--- src/rtl/ircam_pkg.sv ---
// Shared types and default constants for the thermal-camera frame normaliser.
package ircam_pkg;

    // Byte-stream parser states
    typedef enum logic [1:0] {
        HUNT   = 2'd0,
        SKIP   = 2'd1,
        PIX_LO = 2'd2,
        PIX_HI = 2'd3
    } ircam_state_e;

    // How the scaler result is produced for a pixel
    typedef enum logic [1:0] {
        SEL_DIV  = 2'd0,
        SEL_ZERO = 2'd1,
        SEL_FULL = 2'd2
    } ircam_sel_e;

    localparam int         DEF_FLOOR    = 2700;
    localparam int         DEF_CEIL_MIN = 3300;
    localparam int         DEF_CLIP_MAX = 3900;
    localparam logic [7:0] DEF_HDR_BYTE = 8'h5A;

endpackage

--- src/rtl/ircam_frame_norm_if.sv ---
// Byte stream in, normalised pixel stream and frame markers out.
interface ircam_frame_norm_if #(
    parameter int PIX_W   = 16,
    parameter int OUT_W   = 8,
    parameter int NUM_PIX = 768
);
    localparam int IDX_W = $clog2(NUM_PIX);

    logic             byte_valid;
    logic [7:0]       byte_data;
    logic             pix_valid;
    logic [OUT_W-1:0] pix_data;
    logic [IDX_W-1:0] pix_index;
    logic             frame_start;
    logic             frame_done;
    logic             frame_err;
    logic [PIX_W-1:0] frame_max;

    // Byte source / pixel sink side
    modport master (
        output byte_valid, byte_data,
        input  pix_valid, pix_data, pix_index, frame_start, frame_done, frame_err, frame_max
    );

    // Normaliser side
    modport slave (
        input  byte_valid, byte_data,
        output pix_valid, pix_data, pix_index, frame_start, frame_done, frame_err, frame_max
    );
endinterface

--- src/rtl/ircam_div.sv ---
// Restoring divider producing a Q_W-bit quotient in Q_W cycles.
// Caller guarantees num[NUM_W-1:Q_W] < den so the quotient fits.
module ircam_div
    import ircam_pkg::*;
#(
    parameter int NUM_W = 24,
    parameter int DEN_W = 16,
    parameter int Q_W   = 8
) (
    input  logic             clk,
    input  logic             rst,
    input  logic             start,
    input  logic [NUM_W-1:0] num,
    input  logic [DEN_W-1:0] den,
    output logic             busy,
    output logic             done,
    output logic [Q_W-1:0]   quo
);
    localparam int CNT_W = $clog2(Q_W + 1);

    logic [DEN_W-1:0] rem_q, rem_d, den_q, den_d;
    logic [Q_W-1:0]   sh_q, sh_d, quo_q, quo_d;
    logic [CNT_W-1:0] cnt_q, cnt_d;
    logic             done_q, done_d;
    logic [DEN_W:0]   trial, trial_sub;
    logic             fits;

    // Load on start, then one shift/subtract step per cycle
    always_comb begin
        trial     = {rem_q, sh_q[Q_W-1]};
        trial_sub = trial - {1'b0, den_q};
        fits      = trial >= {1'b0, den_q};
        rem_d     = rem_q;
        den_d     = den_q;
        sh_d      = sh_q;
        quo_d     = quo_q;
        cnt_d     = cnt_q;
        done_d    = 1'b0;
        if (start && cnt_q == '0) begin
            rem_d = num[NUM_W-1:Q_W];
            sh_d  = num[Q_W-1:0];
            den_d = den;
            quo_d = '0;
            cnt_d = CNT_W'(Q_W);
        end else if (cnt_q != '0) begin
            rem_d  = fits ? trial_sub[DEN_W-1:0] : trial[DEN_W-1:0];
            sh_d   = sh_q << 1;
            quo_d  = (quo_q << 1) | Q_W'(fits);
            cnt_d  = cnt_q - 1'b1;
            done_d = (cnt_q == CNT_W'(1));
        end
    end

    // Divider state registers
    always_ff @(posedge clk or posedge rst) begin
        if (rst) begin
            rem_q  <= '0;
            den_q  <= '0;
            sh_q   <= '0;
            quo_q  <= '0;
            cnt_q  <= '0;
            done_q <= 1'b0;
        end else begin
            rem_q  <= rem_d;
            den_q  <= den_d;
            sh_q   <= sh_d;
            quo_q  <= quo_d;
            cnt_q  <= cnt_d;
            done_q <= done_d;
        end
    end

    assign busy = (cnt_q != '0);
    assign done = done_q;
    assign quo  = quo_q;

endmodule

--- src/rtl/ircam_frame_norm.sv ---
// Frame decoder: header hunt, little-endian pixel assembly, hot-spot tracking
// and scaling of each pixel into an OUT_W-bit greyscale value.
module ircam_frame_norm
    import ircam_pkg::*;
#(
    parameter int         NUM_PIX    = 768,
    parameter int         PIX_W      = 16,
    parameter int         OUT_W      = 8,
    parameter logic [7:0] HDR_BYTE   = DEF_HDR_BYTE,
    parameter int         SKIP_BYTES = 2,
    parameter int         FLOOR      = DEF_FLOOR,
    parameter int         CEIL_MIN   = DEF_CEIL_MIN,
    parameter int         CLIP_MAX   = DEF_CLIP_MAX,
    parameter int         AUTO_RANGE = 1
) (
    input  logic                clk,
    input  logic                rst,
    ircam_frame_norm_if.slave   bus
);
    localparam int IDX_W  = $clog2(NUM_PIX);
    localparam int NUM_W  = PIX_W + OUT_W;
    localparam int SKIP_W = $clog2(SKIP_BYTES + 2);

    localparam logic [PIX_W-1:0] FLOOR_V = PIX_W'(FLOOR);
    localparam logic [PIX_W-1:0] CEIL_V  = PIX_W'(CEIL_MIN);
    localparam logic [PIX_W-1:0] CLIP_V  = PIX_W'(CLIP_MAX);

    ircam_state_e     state_q, state_d;
    logic [7:0]       prev_q, prev_d, lo_q, lo_d;
    logic [SKIP_W-1:0] skip_q, skip_d;
    logic [IDX_W-1:0] cnt_q, cnt_d;
    logic [PIX_W-1:0] run_max_q, run_max_d, frame_max_q, frame_max_d, hi_q, hi_d;
    ircam_sel_e       m_sel_q, m_sel_d;
    logic [IDX_W-1:0] m_idx_q, m_idx_d;
    logic             m_last_q, m_last_d;
    logic             pix_valid_q, pix_valid_d;
    logic [OUT_W-1:0] pix_data_q, pix_data_d;
    logic [IDX_W-1:0] pix_index_q, pix_index_d;
    logic             frame_start_q, frame_start_d;
    logic             last_out_q, last_out_d;
    logic             frame_done_q, frame_done_d;
    logic             frame_err_q, frame_err_d;

    logic [15:0]      pix16;
    logic [PIX_W-1:0] pix_raw, diff, run_max_nxt;
    logic             hdr, pix_done, is_last;
    ircam_sel_e       pix_sel;
    logic [NUM_W-1:0] div_num;
    logic [PIX_W-1:0] div_den;
    logic             div_start, div_busy, div_done;
    logic [OUT_W-1:0] div_quo;

    // Pixel assembly, clamp decision and divider operands
    always_comb begin
        pix16       = {bus.byte_data, lo_q};
        pix_raw     = pix16[PIX_W-1:0];
        hdr         = bus.byte_valid && prev_q == HDR_BYTE && bus.byte_data == HDR_BYTE;
        pix_done    = bus.byte_valid && !hdr && state_q == PIX_HI;
        is_last     = (cnt_q == IDX_W'(NUM_PIX - 1));
        run_max_nxt = (pix_raw > run_max_q && pix_raw < CLIP_V) ? pix_raw : run_max_q;
        if (pix_raw <= FLOOR_V)  pix_sel = SEL_ZERO;
        else if (pix_raw >= hi_q) pix_sel = SEL_FULL;
        else                      pix_sel = SEL_DIV;
        // (p - FLOOR) * (2^OUT_W - 1) as a shift and subtract
        diff      = pix_raw - FLOOR_V;
        div_num   = {diff, {OUT_W{1'b0}}} - NUM_W'(diff);
        div_den   = hi_q - FLOOR_V;
        div_start = pix_done && !div_busy;
    end

    // Parser FSM, hot-spot tracking and range update
    always_comb begin
        state_d     = state_q;
        prev_d      = bus.byte_valid ? bus.byte_data : prev_q;
        lo_d        = lo_q;
        skip_d      = skip_q;
        cnt_d       = cnt_q;
        run_max_d   = run_max_q;
        frame_max_d = frame_max_q;
        hi_d        = hi_q;
        m_sel_d     = m_sel_q;
        m_idx_d     = m_idx_q;
        m_last_d    = m_last_q;
        frame_err_d = 1'b0;
        if (hdr) begin
            // Restart; a frame cut short leaves range and frame_max alone
            frame_err_d = (state_q == PIX_LO || state_q == PIX_HI);
            run_max_d   = '0;
            cnt_d       = '0;
            skip_d      = '0;
            state_d     = (SKIP_BYTES == 0) ? PIX_LO : SKIP;
        end else if (bus.byte_valid) begin
            case (state_q)
                SKIP: begin
                    if (skip_q == SKIP_W'(SKIP_BYTES - 1)) state_d = PIX_LO;
                    else                                    skip_d  = skip_q + 1'b1;
                end
                PIX_LO: begin
                    lo_d    = bus.byte_data;
                    state_d = PIX_HI;
                end
                PIX_HI: begin
                    run_max_d = run_max_nxt;
                    cnt_d     = cnt_q + 1'b1;
                    state_d   = PIX_LO;
                    // A busy scaler drops the pixel but the index still moves on
                    if (!div_busy) begin
                        m_sel_d  = pix_sel;
                        m_idx_d  = cnt_q;
                        m_last_d = is_last;
                    end else begin
                        frame_err_d = 1'b1;
                    end
                    if (is_last) begin
                        frame_max_d = run_max_nxt;
                        if (AUTO_RANGE != 0)
                            hi_d = (run_max_nxt > CEIL_V) ? run_max_nxt : CEIL_V;
                        cnt_d   = '0;
                        state_d = HUNT;
                    end
                end
                default: ;
            endcase
        end
    end

    // Output stage: divided or clamped value, aligned to the divider result
    always_comb begin
        pix_valid_d   = div_done;
        pix_index_d   = m_idx_q;
        frame_start_d = div_done && m_idx_q == '0;
        last_out_d    = div_done && m_last_q;
        frame_done_d  = pix_valid_q && last_out_q;
        if (m_sel_q == SEL_ZERO)      pix_data_d = '0;
        else if (m_sel_q == SEL_FULL) pix_data_d = '1;
        else                          pix_data_d = div_quo;
    end

    // State and output registers
    always_ff @(posedge clk or posedge rst) begin
        if (rst) begin
            state_q       <= HUNT;
            prev_q        <= 8'h00;
            lo_q          <= '0;
            skip_q        <= '0;
            cnt_q         <= '0;
            run_max_q     <= '0;
            frame_max_q   <= '0;
            hi_q          <= CEIL_V;
            m_sel_q       <= SEL_DIV;
            m_idx_q       <= '0;
            m_last_q      <= 1'b0;
            pix_valid_q   <= 1'b0;
            pix_data_q    <= '0;
            pix_index_q   <= '0;
            frame_start_q <= 1'b0;
            last_out_q    <= 1'b0;
            frame_done_q  <= 1'b0;
            frame_err_q   <= 1'b0;
        end else begin
            state_q       <= state_d;
            prev_q        <= prev_d;
            lo_q          <= lo_d;
            skip_q        <= skip_d;
            cnt_q         <= cnt_d;
            run_max_q     <= run_max_d;
            frame_max_q   <= frame_max_d;
            hi_q          <= hi_d;
            m_sel_q       <= m_sel_d;
            m_idx_q       <= m_idx_d;
            m_last_q      <= m_last_d;
            pix_valid_q   <= pix_valid_d;
            pix_data_q    <= pix_data_d;
            pix_index_q   <= pix_index_d;
            frame_start_q <= frame_start_d;
            last_out_q    <= last_out_d;
            frame_done_q  <= frame_done_d;
            frame_err_q   <= frame_err_d;
        end
    end

    ircam_div #(
        .NUM_W (NUM_W),
        .DEN_W (PIX_W),
        .Q_W   (OUT_W)
    ) u_div (
        .clk   (clk),
        .rst   (rst),
        .start (div_start),
        .num   (div_num),
        .den   (div_den),
        .busy  (div_busy),
        .done  (div_done),
        .quo   (div_quo)
    );

    assign bus.pix_valid   = pix_valid_q;
    assign bus.pix_data    = pix_data_q;
    assign bus.pix_index   = pix_index_q;
    assign bus.frame_start = frame_start_q;
    assign bus.frame_done  = frame_done_q;
    assign bus.frame_err   = frame_err_q;
    assign bus.frame_max   = frame_max_q;

endmodule
--- src/flat_wrapper.sv ---
// flat-port wrapper written by rule: the top's interface ports become plain ports
module ircam_frame_norm_flat import ircam_pkg::*;
#(
    parameter int         NUM_PIX    = 768,
    parameter int         PIX_W      = 16,
    parameter int         OUT_W      = 8,
    parameter logic [7:0] HDR_BYTE   = DEF_HDR_BYTE,
    parameter int         SKIP_BYTES = 2,
    parameter int         FLOOR      = DEF_FLOOR,
    parameter int         CEIL_MIN   = DEF_CEIL_MIN,
    parameter int         CLIP_MAX   = DEF_CLIP_MAX,
    parameter int         AUTO_RANGE = 1
)
  (clk, rst, bus_byte_valid, bus_byte_data, bus_pix_valid, bus_pix_data, bus_pix_index, bus_frame_start, bus_frame_done, bus_frame_err, bus_frame_max);
  ircam_frame_norm_if #(.PIX_W(PIX_W), .OUT_W(OUT_W), .NUM_PIX(NUM_PIX)) bus_i ();
  input  logic clk;
  input  logic rst;
  input wire logic [$bits(bus_i.byte_valid)-1:0] bus_byte_valid;
  input wire logic [$bits(bus_i.byte_data)-1:0] bus_byte_data;
  output wire logic [$bits(bus_i.pix_valid)-1:0] bus_pix_valid;
  output wire logic [$bits(bus_i.pix_data)-1:0] bus_pix_data;
  output wire logic [$bits(bus_i.pix_index)-1:0] bus_pix_index;
  output wire logic [$bits(bus_i.frame_start)-1:0] bus_frame_start;
  output wire logic [$bits(bus_i.frame_done)-1:0] bus_frame_done;
  output wire logic [$bits(bus_i.frame_err)-1:0] bus_frame_err;
  output wire logic [$bits(bus_i.frame_max)-1:0] bus_frame_max;
  assign bus_i.byte_valid = bus_byte_valid;
  assign bus_i.byte_data = bus_byte_data;
  assign bus_pix_valid = bus_i.pix_valid;
  assign bus_pix_data = bus_i.pix_data;
  assign bus_pix_index = bus_i.pix_index;
  assign bus_frame_start = bus_i.frame_start;
  assign bus_frame_done = bus_i.frame_done;
  assign bus_frame_err = bus_i.frame_err;
  assign bus_frame_max = bus_i.frame_max;
  ircam_frame_norm #(.NUM_PIX(NUM_PIX), .PIX_W(PIX_W), .OUT_W(OUT_W), .HDR_BYTE(HDR_BYTE), .SKIP_BYTES(SKIP_BYTES), .FLOOR(FLOOR), .CEIL_MIN(CEIL_MIN), .CLIP_MAX(CLIP_MAX), .AUTO_RANGE(AUTO_RANGE)) u_core (.clk(clk), .rst(rst), .bus(bus_i));
endmodule
--- config.mk ---
export PLATFORM = sky130hd
export DESIGN_NAME = ircam_frame_norm_flat
export DESIGN_NICKNAME = d
export VERILOG_FILES = /design/src/rtl/ircam_pkg.sv /design/src/rtl/ircam_frame_norm_if.sv /design/src/rtl/ircam_div.sv /design/src/rtl/ircam_frame_norm.sv /design/src/flat_wrapper.sv
export SDC_FILE = /design/constraint.sdc
export NUM_CORES = 1
export LEC_CHECK = 0
export CORE_MARGIN = 2
export CORE_UTILIZATION = 40
export CTS_BUF_LIST = sky130_fd_sc_hd__clkbuf_16
export CTS_CLUSTER_DIAMETER = 120
export DETAILED_ROUTE_END_ITERATION = 10
export GPL_TIMING_DRIVEN = 0
export PLACE_DENSITY = 0.69
export SKIP_CTS_REPAIR_TIMING = 1
export SYNTH_ARGS = -nofsm -noshare
export SYNTH_HDL_FRONTEND = slang
export SYNTH_HIERARCHICAL = 1
export SYNTH_SLANG_ARGS = --single-unit
--- constraint.sdc ---
create_clock -name clk -period 4.21 [get_ports clk]
set_clock_uncertainty 0.2 [all_clocks]
set_input_delay 0.842 -clock clk [delete_from_list [all_inputs] [get_ports clk]]
set_output_delay 0.842 -clock clk [all_outputs]
set_load 0.005 [all_outputs]
# ---- Word level (Yosys, flattened, before mapping)
# Cells that the tools add are included.
dict set report totals {
  reg_bits 167
  inputBits 11
  output_inout_bits 38
  wordCells 116
}
dict set report classes {
  addsub 7
  magnitude_cmp 6
  n_eq_ne 12
  mux 37
  bitwise_logic 3
  reduce_logical 27
}
# cell count
set op_table {}
lappend op_table {{16-bit two-way mux} 8}
lappend op_table {{8-bit two-way mux} 6}
lappend op_table {{10-bit two-way mux} 4}
lappend op_table {{16-bit by 12-bit subtractor with 16-bit output, second input constant} 2}
lappend op_table {{24-bit by 16-bit subtractor with 24-bit output} 1}
lappend op_table {{2-bit two-way mux} 10}
lappend op_table {{17-bit by 16-bit greater-or-equal comparator with 1-bit output} 1}
lappend op_table {{8-bit by 7-bit == test with 1-bit output, second input constant} 2}
lappend op_table {{16-bit greater-or-equal comparator} 1}
lappend op_table {{16-bit by 12-bit greater-than comparator with 1-bit output, second input constant} 1}
lappend op_table {{16-bit greater-than comparator} 1}
lappend op_table {{16-bit by 12-bit <= comparator with 1-bit output, second input constant} 1}
lappend op_table {{16-bit by 12-bit < comparator with 1-bit output, second input constant} 1}
lappend op_table {{16-bit subtractor} 1}
lappend op_table {{10-bit by 1-bit adder with 10-bit output, second input constant} 1}
lappend op_table {{10-bit == test, second input constant} 1}
lappend op_table {{1-bit logical AND} 10}
lappend op_table {{10-bit zero test} 1}
lappend op_table {{3-bit AND reduction} 3}
lappend op_table {{4-bit two-way mux} 2}
lappend op_table {{8-bit by 1-bit OR with 8-bit output} 1}
lappend op_table {{4-bit AND reduction} 2}
lappend op_table {{2-bit nonzero test} 4}
lappend op_table {{4-bit nonzero test} 2}
lappend op_table {{14 further kinds} 25}

# ---- Longest topological paths before layout
dict set report logic_depth {
  depth_word 9
  depth_mapped 18
  mapped_depth_nobuf 17
}

# ---- Modules after synthesis
# Netlist, hierarchy kept.
# mod instances cells_per_inst area_per_inst_um2 seq_area_each_um2
set modules_own_cells {}
lappend modules_own_cells {ircam_frame_norm 1 676 6805.3 2860.2}
lappend modules_own_cells {ircam_div 1 376 3340.7 1326.3}

# ---- Worst setup path after synthesis
# No wires, ideal clock.
dict set report synth_timing {
  kind {register to register}
  start {register u_core.lo_q[2]}
  end {register u_core.u_div.rem_q[9]}
  setup_time_ns 0.135
  t_arrival_ns 3.787
  required_time_ns 3.875
  slack_ns 0.088
  path_stages_with_launch 18
  path_buffers 1
  period_less_slack_ns 4.122
  cell_sequence {dfrtp_1 > ha_1 > clkbuf_1 > o41ai_2 > o22ai_1 > nor3_1 > xor2_1 > inv_1 > ha_1 > and3_1 > o21a_1 > o31a_1 > or3b_2 > xor2_1 > mux2i_1 > nor2_1 > a31oi_1 > o31ai_1}
}
dict set report synth_between {
  elab_chain_len 3
}
# element line_no
set synth_lines {}
lappend synth_lines {{start, declared} ircam_frame_norm.sv:29} ;# logic [7:0] prev_q, prev_d, lo_q, lo_d;
lappend synth_lines {{start signal, assigned} ircam_frame_norm.sv:163} ;# lo_q <= lo_d;
lappend synth_lines {{16-bit by 12-bit subtractor with 16-bit output} ircam_frame_norm.sv:65} ;# diff = pix_raw - FLOOR_V;
lappend synth_lines {{24-bit by 16-bit subtractor with 24-bit output} ircam_frame_norm.sv:66} ;# div_num = {diff, {OUT_W{1'b0}}} - NUM_W'(diff);
lappend synth_lines {{net u_core.div_num[17]} ircam_frame_norm.sv:48} ;# logic [NUM_W-1:0] div_num;
lappend synth_lines {{16-bit two-way mux} ircam_div.sv:39} ;# if (start && cnt_q == '0) begin
lappend synth_lines {{end signal, assigned} ircam_div.sv:64} ;# rem_q <= rem_d;
lappend synth_lines {{end, declared} ircam_div.sv:21} ;# logic [DEN_W-1:0] rem_q, rem_d, den_q, den_d;
# The timed path passes the listed nets, and every way through them passes these cells.
# A chain may end at the register's enable or synchronous reset.

# ---- Worst setup path after layout
# Same ends and word-level chain as after synthesis.

==> impl_metrics.csv <==
group,metric,value,unit
critical_path,cp-startpoint,"u_core/lo_q[2]$_DFFE_PP0P_",
floorplanning,core,25000,sq um
yosys,synth_area_per_cell,9.64,sq um
critical_path,worstPathRequired,4.30,ns
yosys,synth-main-ff-cell,"dfrtp_1",
critical_path,worstSetupPathType,"flop to flop",
critical_path,cp_data_arrival_time,4.38,ns
yosys,syn_area,10100,sq um
grt,first_global_vias,8108,
power_and_ir_drop,powerDensity,687,nW/um^2
power_and_ir_drop,swShare,42.7,%
status,violations,"setup timing",
layout,num_antenna_cells,0,
power_and_ir_drop,p_int,4.73,mW
yosys,post-synth-top-area-fraction,39.7,%
yosys,yosys_warnings,6,
routing,dr.pass1.iters,7,
critical_path,worstRegToRegCells,17,
routing,routed_wl,26600,um
layout,finalNonFillerCells,1481,
clock_tree,path_clk_slew,0.07,ns
grt,grt_max_degree,72,
layout,utilization,48.1,%
clock_tree,cts_buffers,17,
sta,fin_ws,-0.0850,ns
yosys,synth_area_leaders,"dfrtp_1 40%, ha_1 7.9%, mux2i_1 4.2%",
sta,timing.fmax,233,MHz
power_and_ir_drop,leakage,5.30,nW
run,drv_cap,0,
clock_tree,cts_tree,"done",
power_and_ir_drop,power.switching,3.53,mW
power_and_ir_drop,irDropWorstVdd,0.326,mV
sta,hold_violations,0,
power_and_ir_drop,power.share.combinational,52.1,%
critical_path,r2r-end,"u_core/u_div/rem_q[9]$_DFFE_PP0P_",
power_and_ir_drop,clkPwrFrac,18.8,%
critical_path,worstSetupStartpointType,"flop",
floorplanning,start_util,40.5,%
clock_tree,cts_num_sinks,167,
power_and_ir_drop,seqPwrFrac,29.1,%
sta,worstMarginPinSlew,0.731,ns
layout,layout-drive-gt1-share,13.6,%
layout,final_nets,1214,
critical_path,worst-r2r-setup-slack,-0.09,ns
grt,gr-total-overflow,0,
floorplanning,io_pins,49,
yosys,synthDistinctLibCells,83,
hold_path,hp-class,"flop to flop",
routing,drt_iter0_drc,671,
yosys,syn_inst,1052,
grt,grt_use_total,20.1,%
critical_path,r2r_start,"u_core/lo_q[2]$_DFFE_PP0P_",
status,status,"complete, but fails checks",
critical_path,crit_path_end_kind,"flop",
layout,area_growth,18.6,%
clock_tree,cts.htree.levels,4,
clock_tree,cts_buffer_depth,2,
sta,drv_slew,0,
yosys,synth-edff-count,0,
yosys,synth_nets,1128,
grt,antenna_found_initial,0,
power_and_ir_drop,finalPower,8.27,mW
routing,vias,8278,
grt,grt_first_pass_wirelength,42500,um
floorplanning,die-area,26700,sq um
sta,timing.final.crit_share,102,%
placement,dp_hpwl,19300,um
clock_tree,clock_latency,0.43,ns
sta,rsz0062_at_grt,"yes",
yosys,ys_ff_latch,167,
clock_tree,root_buffer,"clkbuf_16",
routing,ant_nets,0,
floorplanning,rows,58,
critical_path,cp_max_fo,7,
floorplanning,die_y,163,um
placement,place_inst,1431,
placement,globalplace.congestion,0.912,
yosys,ys_seq_area_share,41.3,%
yosys,synth_top_area_cell,"dfrtp_1",
sta,finalCriticalPeriod,4.30,ns
routing,drc,0,
sta,setup_viol,1,
yosys,async_flop_share,100,%
routing,wl_per_cell,18.0,um
floorplanning,die_w,163,um
placement,portBuffers,47,
critical_path,critPathCapture,"u_core/u_div/rem_q[9]$_DFFE_PP0P_",
sta,tns,-0.0850,ns
sta,max_slew_margin,50.6,%
routing,routed_via_density,5.59,
-- registers in the layout, indices dropped and copies added, names as in the netlist, 2 cells and up --
name                  flops
u_core/skip_q             2
u_core/state_q            2
u_core/u_div/sh_q         8
u_core/u_div/rem_q       16
u_core/m_sel_q            2
u_core/bus.pix_index     10
u_core/u_div/den_q       16
u_core/bus.pix_data       8
u_core/u_div/cnt_q        4
u_core/bus.frame_max     16
u_core/lo_q               8
u_core/u_div/quo          8
u_core/run_max_q         16
u_core/cnt_q             10
u_core/m_idx_q           10
u_core/prev_q             8
u_core/hi_q              16
-- metal layers --
metal  routed length [um]  track usage (%)
met5                    0                0
met4                  417             6.40
met3                 1290             3.00
met2                13000             33.6
met1                11900             27.0
-- cell usage after synthesis, drive strengths merged (11+ instances only) --
master and count:
a21oi 46, buf 23, inv 66, o211ai 11
a21o 18, o21ai 64, dfrtp 161, mux2i 43
nor3 25, nand4 14, a22o 11, o31ai 11
xnor2 42, mux2 33, ha 64, nand2 93
xor2 15, nor2 63, nand3 43, clkbuf 29
nand3b 11
-- logic make-up (layout without fill, tap and decap cells) --
| logic type | Yosys count | in the layout | synth area share, % |
|---|---|---|---|
| fa+ha+maj | 73 | 73 | 8.88 |
| simple gates | 325 | 325 | 16.5 |
| xor+xnor | 57 | 57 | 4.92 |
| buf+inv | 120 | 219 | 4.75 |
| flops | 167 | 167 | 41.3 |
| compound gates | 234 | 234 | 15.8 |
| mux | 76 | 76 | 7.90 |
-- worst max-delay path, stage by stage (launching register included) --
cell	delay (ns)
dfrtp_2	0.47
ha_4	0.21
o41ai_4	0.39
buf_4	0.19
buf_4	0.12
xnor2_2	0.17
ha_2	0.26
a21oi_4	0.20
o21bai_1	0.12
a21o_1	0.21
o21a_1	0.21
o31a_1	0.35
or3b_2	0.46
xor2_1	0.16
mux2i_1	0.13
nor2_1	0.05
a31oi_1	0.16
o31ai_1	0.09
-- cell type report --
type                            instances  area (sq um)
Buffer                                 51           262
Clock buffer                           17           425
Clock inverter                         15           164
Fill cell                            2295         13000
Inverter                               68           258
Multi-Input combinational cell        765          5650
Sequential cell                       167          4190
Tap cell                              330           413
Timing Repair Buffer                   68           671
-- power by group through the flow --
stage	registers, mW	logic (mW)	clock network (mW)
floorplan	2.30	2.94	0
global placement	2.42	3.82	0
detailed placement	2.43	3.90	0
CTS	2.40	3.93	1.58
global route	2.45	4.70	1.65
finish	2.41	4.31	1.55
-- through the flow --
step,hold slack [ns],cell area (sq um),setup WS (ns)
4_1_cts,0.202,11700,-0.803
3_5_place_dp,0.183,11100,-1.24
2_1_floorplan,0.159,10100,0.0878
3_3_place_gp,0.185,11000,-1.52
6_report,0.200,12000,-0.0850
5_1_grt,0.217,12000,-0.264
-- worst min path at each step --
stage / start / endpoint / slack (ns) / cells after the start
2_1_floorplan: u_core/u_div/done$_DFF_PP0_ / u_core/bus.pix_valid$_DFF_PP0_ / 0.16 / 0
3_3_place_gp: u_core/m_idx_q[9]$_DFFE_PP0P_ / u_core/bus.pix_index[9]$_DFF_PP0_ / 0.18 / 0
5_1_grt: u_core/m_idx_q[0]$_DFFE_PP0P_ / u_core/bus.pix_index[0]$_DFF_PP0_ / 0.22 / 0
4_1_cts: u_core/m_idx_q[9]$_DFFE_PP0P_ / u_core/bus.pix_index[9]$_DFF_PP0_ / 0.20 / 0
6_report: u_core/m_idx_q[9]$_DFFE_PP0P_ / u_core/bus.pix_index[9]$_DFF_PP0_ / 0.20 / 0
3_5_place_dp: u_core/m_idx_q[9]$_DFFE_PP0P_ / u_core/bus.pix_index[9]$_DFF_PP0_ / 0.18 / 0
-- layout by cell type (no fill, tap or decap), drive strengths merged, types with 7 or more instances in the layout --
cell type      synthesis  routed
and2                   8       8
o31ai                 11      11
mux2i                 43      43
mux2                  33      33
ha                    64      64
clkbuf                29      46
and3                  10      10
nand3                 43      43
a211oi                 7       7
a21o                  18      18
nor2b                 10      10
inv                   66      74
o21a                   9       9
nand2                 93      93
dfrtp                161     161
nand2b                 7       7
nor2                  63      63
maj3                   8       8
a21oi                 46      46
xor2                  15      15
a31oi                  8       8
nor3                  25      25
o211ai                11      11
nand4                 14      14
clkdlybuf4s50          0      43
o21ai                 64      64
a22o                  11      11
buf                   23      43
nor4                  10      10
nand3b                11      11
xnor2                 42      42
Note: power is estimated with default switching activity, not from simulation.
